File: config.mk
export PLATFORM = sky130hd
export DESIGN_NAME = bram_stream_reader
export DESIGN_NICKNAME = d
export VERILOG_FILES = /design/src/rtl/bram_reader_pkg.sv /design/src/rtl/stream_skid_fifo.sv /design/src/rtl/bram_stream_reader.sv
export SDC_FILE = /design/constraint.sdc
export NUM_CORES = 1
export LEC_CHECK = 0
export ABC_CLOCK_PERIOD_IN_PS = 6400
export CORE_MARGIN = 4
export CORE_UTILIZATION = 40
export DETAILED_ROUTE_END_ITERATION = 6
export DONT_BUFFER_PORTS = 1
export GPL_ROUTABILITY_DRIVEN = 0
export SLEW_MARGIN = 20
export SYNTH_ARGS = -nofsm -noshare
export SYNTH_HDL_FRONTEND = slang
export SYNTH_HIERARCHICAL = 1
export SYNTH_SLANG_ARGS = --single-unit
File: constraint.sdc
create_clock -name clk -period 6.4 [get_ports clk]
set_input_delay 0.32 -clock clk [delete_from_list [all_inputs] [get_ports clk]]
set_output_delay 0.32 -clock clk [all_outputs]
set_load 0.05 [all_outputs]
File: src/rtl/bram_reader_pkg.sv
// Shared types and read-latency configuration for bram_stream_reader.
// Define BRAM_STREAM_READER_OUTREG_EN when the RAM carries an output register (RdLat=2).
package bram_reader_pkg;

`ifdef BRAM_STREAM_READER_OUTREG_EN
  localparam int RdLat = 2;
`else
  localparam int RdLat = 1;
`endif

  // One slot per read that can be in the RAM pipeline, plus the one being presented.
  localparam int FifoDepth    = RdLat + 1;
  localparam int DefDataWidth = 16;

  typedef enum logic [1:0] {IDLE, ISSUE, DRAIN} state_e;

  typedef struct packed {
    logic [DefDataWidth-1:0] data;
    logic                    last;
  } Beat_t;

endpackage

File: src/rtl/stream_skid_fifo.sv
// Small synchronous FIFO whose head entry is a flop, so the output side is fully registered.
// Entries shift toward slot 0 on pop; a push while full is legal only together with a pop.
module stream_skid_fifo
  import bram_reader_pkg::*;
#(
  parameter int  Depth = FifoDepth,
  parameter type T     = Beat_t,
  localparam int CW    = $clog2(Depth + 1)
) (
  input  logic          clk,
  input  logic          rst,
  input  logic          in_valid_i,
  output logic          in_ready_o,
  input  T              in_data_i,
  output logic          out_valid_o,
  input  logic          out_ready_i,
  output T              out_data_o,
  output logic [CW-1:0] count_o
);

  T              mem_q [Depth];
  T              mem_d [Depth];
  logic [CW-1:0] count_q, count_d;
  logic          push, pop;

  assign out_valid_o = (count_q != '0);
  assign pop         = out_valid_o && out_ready_i;
  assign in_ready_o  = (count_q < CW'(Depth)) || pop;
  assign push        = in_valid_i && in_ready_o;
  assign out_data_o  = mem_q[0];
  assign count_o     = count_q;

  always_comb begin
    mem_d   = mem_q;
    count_d = count_q;
    if (pop) begin
      for (int i = 0; i < Depth - 1; i++) mem_d[i] = mem_q[i+1];
      count_d = count_d - CW'(1);
    end
    if (push) begin
      for (int i = 0; i < Depth; i++)
        if (count_d == CW'(i)) mem_d[i] = in_data_i;
      count_d = count_d + CW'(1);
    end
  end

  always_ff @(posedge clk) begin
    if (rst) begin
      count_q <= '0;
      for (int i = 0; i < Depth; i++) mem_q[i] <= '0;
    end else begin
      count_q <= count_d;
      mem_q   <= mem_d;
    end
  end

endmodule

File: src/rtl/bram_stream_reader.sv
// Burst reader: issues strided RAM reads under a credit limit and streams the words out.
// BRAM_STREAM_READER_OUTREG_EN (see bram_reader_pkg) selects RdLat=2 for output-registered RAMs.
module bram_stream_reader
  import bram_reader_pkg::*;
#(
  parameter int  DataWidth = 16,
  parameter int  Size      = 512,
  parameter int  MaxLen    = 512,
  localparam int AW        = $clog2(Size),
  localparam int LW        = $clog2(MaxLen + 1)
) (
  input  logic                 clk,
  input  logic                 rst,
  input  logic                 cmd_valid,
  output logic                 cmd_ready,
  input  logic [AW-1:0]        cmd_addr,
  input  logic [LW-1:0]        cmd_len,
  input  logic [AW-1:0]        cmd_stride,
  output logic                 bram_en,
  output logic [AW-1:0]        bram_addr,
  input  logic [DataWidth-1:0] bram_dout,
  output logic [DataWidth-1:0] m_tdata,
  output logic                 m_tvalid,
  input  logic                 m_tready,
  output logic                 m_tlast,
  output logic                 busy
);

  localparam int CW = $clog2(FifoDepth + 1);

  typedef struct packed {
    logic [DataWidth-1:0] data;
    logic                 last;
  } beat_t;

  state_e           state_q, state_d;
  logic [AW-1:0]    cur_q, cur_d, stride_q, stride_d, cur_wrap;
  logic [LW-1:0]    rem_q, rem_d;
  logic [RdLat-1:0] vld_pipe_q, last_pipe_q;
  logic [AW:0]      addr_sum;
  logic [CW-1:0]    in_flight, fifo_count;
  logic [CW:0]      occupancy;
  logic             issue, pop, fifo_valid;
  logic             unused_fifo_in_ready;
  beat_t            fifo_in, fifo_out;

  always_comb begin
    in_flight = '0;
    for (int i = 0; i < RdLat; i++) in_flight = in_flight + CW'(vld_pipe_q[i]);
  end

  // Counting this cycle's pop as freed space is what allows one issue per cycle at full rate.
  assign pop       = fifo_valid && m_tready;
  assign occupancy = {1'b0, in_flight} + {1'b0, fifo_count} - (CW+1)'(pop);
  assign issue     = (state_q == ISSUE) && (occupancy < (CW+1)'(FifoDepth)) && !rst;

  assign addr_sum = {1'b0, cur_q} + {1'b0, stride_q};
  assign cur_wrap = (addr_sum >= (AW+1)'(Size)) ? AW'(addr_sum - (AW+1)'(Size))
                                                : addr_sum[AW-1:0];

  assign cmd_ready = (state_q == IDLE) && !rst;
  assign busy      = (state_q != IDLE) && !rst;
  assign bram_en   = issue;
  assign bram_addr = cur_q;

  always_comb begin
    state_d  = state_q;
    cur_d    = cur_q;
    stride_d = stride_q;
    rem_d    = rem_q;
    unique case (state_q)
      IDLE: if (cmd_valid) begin
        cur_d    = cmd_addr;
        stride_d = cmd_stride;
        rem_d    = cmd_len;
        if (cmd_len != '0) state_d = ISSUE;
      end
      ISSUE: if (issue) begin
        cur_d = cur_wrap;
        rem_d = rem_q - LW'(1);
        if (rem_q == LW'(1)) state_d = DRAIN;
      end
      DRAIN: if (pop && fifo_out.last) state_d = IDLE;
      default: state_d = IDLE;
    endcase
  end

  always_ff @(posedge clk) begin
    if (rst) begin
      state_q     <= IDLE;
      cur_q       <= '0;
      stride_q    <= '0;
      rem_q       <= '0;
      vld_pipe_q  <= '0;
      last_pipe_q <= '0;
    end else begin
      state_q        <= state_d;
      cur_q          <= cur_d;
      stride_q       <= stride_d;
      rem_q          <= rem_d;
      vld_pipe_q[0]  <= issue;
      last_pipe_q[0] <= (rem_q == LW'(1));
      for (int i = 1; i < RdLat; i++) begin
        vld_pipe_q[i]  <= vld_pipe_q[i-1];
        last_pipe_q[i] <= last_pipe_q[i-1];
      end
    end
  end

  assign fifo_in.data = bram_dout;
  assign fifo_in.last = last_pipe_q[RdLat-1];

  stream_skid_fifo #(
    .Depth (FifoDepth),
    .T     (beat_t)
  ) u_fifo (
    .clk         (clk),
    .rst         (rst),
    .in_valid_i  (vld_pipe_q[RdLat-1]),
    .in_ready_o  (unused_fifo_in_ready),
    .in_data_i   (fifo_in),
    .out_valid_o (fifo_valid),
    .out_ready_i (m_tready),
    .out_data_o  (fifo_out),
    .count_o     (fifo_count)
  );

  assign m_tdata  = fifo_out.data;
  assign m_tvalid = fifo_valid;
  assign m_tlast  = fifo_valid && fifo_out.last;

endmodule

==> results.toml, run 1 <==
[final_layout]
syn_to_final_growth_pct = 3.78
drive_above_1_share_pct = 10.0
stdcell_count = 537
nNetsFinal = 466
diodes = 0

[drt]
dr.first_iter.drc_count = 106
drt_wl_total_um = 8910
drt-wirelength-per-cell_um = 16.6
drtAntennaViolNets = 0
drc_errors = 0
dr.pass1.iters = 4
vias_per_cell = 5.57
num_vias = 2991

[synth]
synth_warnings = 6
netlist_area_um2 = 3810
yosysSeqAreaShare_pct = 35.7
ys_seq_elements = 68
syn_avg_cell_area_um2 = 8.80
yosysUniqueCellTypes = 52
synth_nets = 496
synthArstFlopShare_pct = 0
synth_edf_count = 0
ys.flop_type = "dfxtp_1"
syn_inst = 433

[pwr]
switching_share_pct = 43.8
ir_drop_v = 0.000144
p_sw_uw = 659
sequentialPowerShare_pct = 42.0
combPwrFrac_pct = 33.7
power_uw = 1500
p_leak_uw = 0.00152
pwr-share-clk_pct = 24.3
intPower_uw = 845
power_density_nw_per_um2 = 380

[sta]
hold_slack_ns = 0.0426
final-setup-viol-count = 0
worstMarginPinSlew_ns = 0.969
slew_violations = 0
fin_crit_sh_pct = 63.7
clock_skew_ns = 0.00909
slew_headroom_pct = 35.1
fmax_ghz = 0.245
fin_crit_ns = 4.08
finalHoldViolCount = 0
setup-tns-final_ns = 0
setup_ws_ns = 2.32
rsz0062_at_grt = "false"

[clock_network]
cts_made_buffers = 9
clkTransAtPathRegs_ns = 0.08
cts_resized = 0
cts_tree = "built"
hold_buffers = 0
post-cts-setup-buffer-count = 0
clockBufferDepth = 2
clock_sinks = 68
htree_levels = 3
cts-root-buf = "clkbuf_8"
clk_latency_ns = 0.35

[place]
dp_hpwl_um = 6080
pre_cts_slack_ns = 2.32
io_buffers = 0
dp_cells = 521

[grt]
antenna_found_initial = 1
grt_overflow = 0
grt_pass1_vias = 2938
grt_pass1_wl_um = 14400
track_usage_pct = 16.1
grt_max_degree = 87

[setup_path]
worstSetupPathType = "flip-flop to flip-flop"
cp-end-kind = "flip-flop"
cp_slowest_cell = "o41a_1"
slowest_delay_ns = 0.68
r2r_cells = 12
cp_cell_sequence = "inv_1 > ha_1 > inv_1 > and2_1 > ha_1 > nand2b_1 > fa_1 > inv_1 > o41a_1 > or4_1 > or3_1 > nand3b_1"
worstPathRequired_ns = 6.69
arrival_ns = 4.37
cp_top_family = "simple AND/OR/NAND/NOR gates"
crit_cells = 12
critical_path_buf_inv_count = 3
worst-path-max-fanout = 18
start_kind = "flip-flop"
crit_top_cell = "inv_1"

[floorplan]
die_x_um = 106
core_area_um2 = 9240
ios = 78
dieArea_um2 = 11200
initial_core_util_pct = 41.2
rows = 35
fp.dieH_um = 106

[hold_path]
hold_depth = 1
min_path_type = "primary input to flip-flop"

[run_status]
status = "completed"

[run]
drv_cap = 0
[area by class of cell]
class	instances	area (um2)
fill	946	5290
multi-input combinational	309	2160
sequential	68	1360
tap	129	161
clock buffer	9	124
clock inverter	7	76.3
inverter	11	41.3
timing repair buffer	4	33.8
[per-stage QoR]
| stage | utilization, % | area, um2 |
|---|---|---|
| after floorplan | - | 3810 |
| after global placement | 40.6 | 3750 |
| after detailed placement | 40.6 | 3750 |
| after CTS | 42.7 | 3950 |
| after global routing | 42.8 | 3960 |
| final | 42.8 | 3960 |
[layer usage]
layer / part of all wire (%) / vias up / global-route usage, %
met2: 49 / 87 / 27.2
met5: 0.13 / - / 0
li1: - / 1491 / -
met4: 2.0 / 2 / 7.12
met1: 41 / 1395 / 17.7
met3: 7.7 / 16 / 6.61
[registers in the layout (all words and copies together), names as in the netlist]
| signal | count |
|---|---|
| bram_addr | 9 |
| last_pipe_q | 1 |
| rem_q | 10 |
| state_q | 2 |
| stride_q | 9 |
| u_fifo/count_o | 2 |
| u_fifo/mem_q | 17 |
| u_fifo/out_data_o | 17 |
| vld_pipe_q | 1 |
[synthesized netlist by cell type, types with 3 or more instances]
cell type	number	share of area, %
a211oi_1	6	1.2
a21o_1	4	0.79
a21oi_1	31	4.1
a311oi_1	3	0.69
a31oi_1	6	0.99
and2_1	3	0.49
buf_2	3	0.39
buf_4	18	3.5
clkbuf_1	19	1.9
dfxtp_1	68	36
ha_1	13	4.3
inv_1	11	1.1
mux2i_1	35	9.2
nand2_1	47	4.6
nand2b_1	5	0.82
nand3_1	4	0.53
nand4_1	3	0.49
nand4b_1	18	4.1
nor2_1	39	3.8
nor3_1	8	1.1
nor4_1	6	0.99
o211ai_1	3	0.59
o21ai_0	21	2.8
o31ai_1	9	1.8
o31ai_2	8	2.6
o31ai_4	3	1.7
xnor2_1	4	0.92
[path summary, 6_finish.rpt]
path | slack [ns] | startpoint | end
hold / removal | 0.04 | rst | rem_q[2]
setup reg to reg | 2.32 | u_fifo/count_o[1] | bram_addr[8]
hold reg to reg | 0.46 | stride_q[0] | stride_q[0]
setup / recovery | 2.32 | u_fifo/count_o[1] | bram_addr[8]
[cell families after synthesis]
logic type                 Yosys count  synth area share [%]
and+or+nand+nor                    148                  20.0
AOI/OAI and AO/OA                  105                  20.0
DFF                                 68                  35.7
buffers and inverters               56                  8.37
muxes                               35                  9.19
adders and majority gates           15                  5.32
xor gates and xnor gates             6                  1.38
[cells in the final DEF (no fill, tap or decap), types with 4 or more instances in the layout]
master	synthesis	final
o31ai_1	9	9
nor3_1	8	6
a21o_1	4	4
clkbuf_8	0	9
nand4b_1	18	18
o31ai_2	8	8
nor4_1	6	5
ha_1	13	13
nand2b_1	5	5
nand3_1	4	4
a21oi_1	31	31
nand2_1	47	47
nor2_1	39	39
a31oi_1	6	6
xnor2_1	4	4
o21ai_0	21	21
inv_1	11	11
a211oi_1	6	6
mux2i_1	35	35
dfxtp_1	68	68
[power by group through the flow]
stage	clock network (uW)	logic, uW	registers, uW
6_report	365	507	632
5_1_grt	394	560	643
4_1_cts	376	512	634
3_5_place_dp	0	510	643
3_3_place_gp	0	502	642
2_1_floorplan	0	507	569
No activity file was read; power rests on OpenSTA's default activity.
==> run 2, diff against run 1 <==
--- a/config.mk
+++ b/config.mk
@@ -5,7 +5,7 @@
 export SDC_FILE = /design/constraint.sdc
 export NUM_CORES = 1
 export LEC_CHECK = 0
-export ABC_CLOCK_PERIOD_IN_PS = 6400
+export ABC_CLOCK_PERIOD_IN_PS = 4030
 export CORE_MARGIN = 4
 export CORE_UTILIZATION = 40
 export DETAILED_ROUTE_END_ITERATION = 6
==> constraint.sdc (replaced) <==
create_clock -name clk -period 4.03 [get_ports clk]
set_input_delay 0.2015 -clock clk [delete_from_list [all_inputs] [get_ports clk]]
set_output_delay 0.2015 -clock clk [all_outputs]
set_load 0.05 [all_outputs]
==> run 2 against run 1 <==
Die area did not move. Count of clock-buffer cells in the layout grew 1. Register-to-register slack lost 1.7 ns. Critical path depth is the same. Global-route usage up 0.51 points. Critical path type unchanged. Largest cell class unchanged. Highest routed layer is now met4.
==> results.toml, run 2 (synthesis gave the netlist of run 1 again) <==
[sta]
fmax_ghz = 0.293
setup_ws_ns = 0.621
rsz0062_at_grt = "false"
final-setup-viol-count = 0
clock_skew_ns = 0.00922
finalHoldViolCount = 0
setup-tns-final_ns = 0
fin_crit_ns = 3.41
slew_headroom_pct = 36.9
fin_crit_sh_pct = 84.6
slew_violations = 0
worstMarginPinSlew_ns = 0.942

[clock_network]
clk_latency_ns = 0.34
cts_made_buffers = 9
clkTransAtPathRegs_ns = 0.07
clock_sinks = 68
post-cts-setup-buffer-count = 0
cts-root-buf = "clkbuf_8"
htree_levels = 3
cts_tree = "built"
clockBufferDepth = 2

[drt]
vias_per_cell = 5.52
drc_errors = 0
dr.pass1.iters = 4
drt_wl_total_um = 9220
dr.first_iter.drc_count = 79
drtAntennaViolNets = 0
num_vias = 3052
drt-wirelength-per-cell_um = 16.7

[grt]
grt_pass1_vias = 2917
grt_max_degree = 62
grt_pass1_wl_um = 15100
grt_overflow = 0
track_usage_pct = 16.6
antenna_found_initial = 1

[floorplan]
rows = 35
ios = 78
die_x_um = 106
initial_core_util_pct = 41.2
dieArea_um2 = 11200
core_area_um2 = 9240
fp.dieH_um = 106

[final_layout]
final_cell_mix = "68 x dfxtp_1, 47 x nand2_1, 39 x nor2_1"
postLayoutCellArea_um2 = 4170
syn_to_final_growth_pct = 9.46
nNetsFinal = 481
nFillCells = 900
final_common_cell = "dfxtp_1"
drive_above_1_share_pct = 10.6
stdcell_count = 553
final_util_pct = 45.1

[place]
dp_hpwl_um = 6080
dpl_cell_area_um2 = 3770
io_buffers = 0
pre_cts_slack_ns = 0.641
dp_cells = 524

[setup_path]
cp-end-kind = "flip-flop"
worstPathRequired_ns = 4.31
worstSetupPathType = "flip-flop to flip-flop"
arrival_ns = 3.69
worst-path-max-fanout = 7
start_kind = "flip-flop"

[run_status]
status = "completed"

[run]
drv_cap = 0

[pwr]
p_leak_uw = 0.00163
power_density_nw_per_um2 = 615
ir_drop_v = 0.000309

[hold_path]
min_path_type = "primary input to flip-flop"
run 2: per-stage QoR:
step	hold slack (ns)	power, uW
after floorplan	0.337	1710
after global placement	0.280	1850
after detailed placement	0.283	1860
after CTS	0.0000977	2590
after global routing	0.00608	2720
final	0.0152	2570
run 2: where the power goes:
group	total [uW]	leakage (uW)	switching (uW)	internal, uW
Combinational	882	0.000949	562	320
Sequential	984	0.000554	224	760
Clock	701	0.000122	273	428
Total	2570	0.00163	1060	1510
run 2: critical path, cell delays in order, from the launching register on:
cell and delay, ns:
dfxtp_1 0.56, inv_1 0.10, ha_1 0.25, inv_1 0.08
and2_1 0.14, ha_1 0.22, nand2b_1 0.16, fa_1 0.49
inv_1 0.10, o41a_1 0.44, or4_1 0.40, or3_1 0.31
nand3b_1 0.08
run 2: cell type report:
cell class	instances	area (um2)	share of cell area [%]
timing repair buffer	19	190	4.56
tap	129	161	3.87
multi-input combinational	309	2170	51.9
inverter	11	41.3	0.990
antenna	1	2.50	0.0600
sequential	68	1360	32.6
clock inverter	6	111	2.67
clock buffer	10	138	3.30
run 2: path summary, 6_finish.rpt:
check / startpoint / to / slack [ns] / depth (start not counted)
worst min-delay path: bram_dout[13] / u_fifo/mem_q[14] / 0.02 / 2
worst min register to register: stride_q[5] / stride_q[5] / 0.46 / 2
worst max register to register: u_fifo/count_o[1] / bram_addr[8] / 0.62 / 12
worst max-delay path: u_fifo/count_o[1] / bram_addr[8] / 0.62 / 12
run 2: what timing repair did:
action | in CTS | in global routing
hold endpoints to repair | 61 | 0
hold buffers | 12 | 0
resized for setup | 0 | 0
endpoints found under the setup margin | 0 | 0
run 2: per-layer routing:
metal	part of all wire (%)	track usage (%)
met3	7.1	5.39
met5	0	0
met1	43	20.7
met4	0.81	4.72
met2	50	27.6
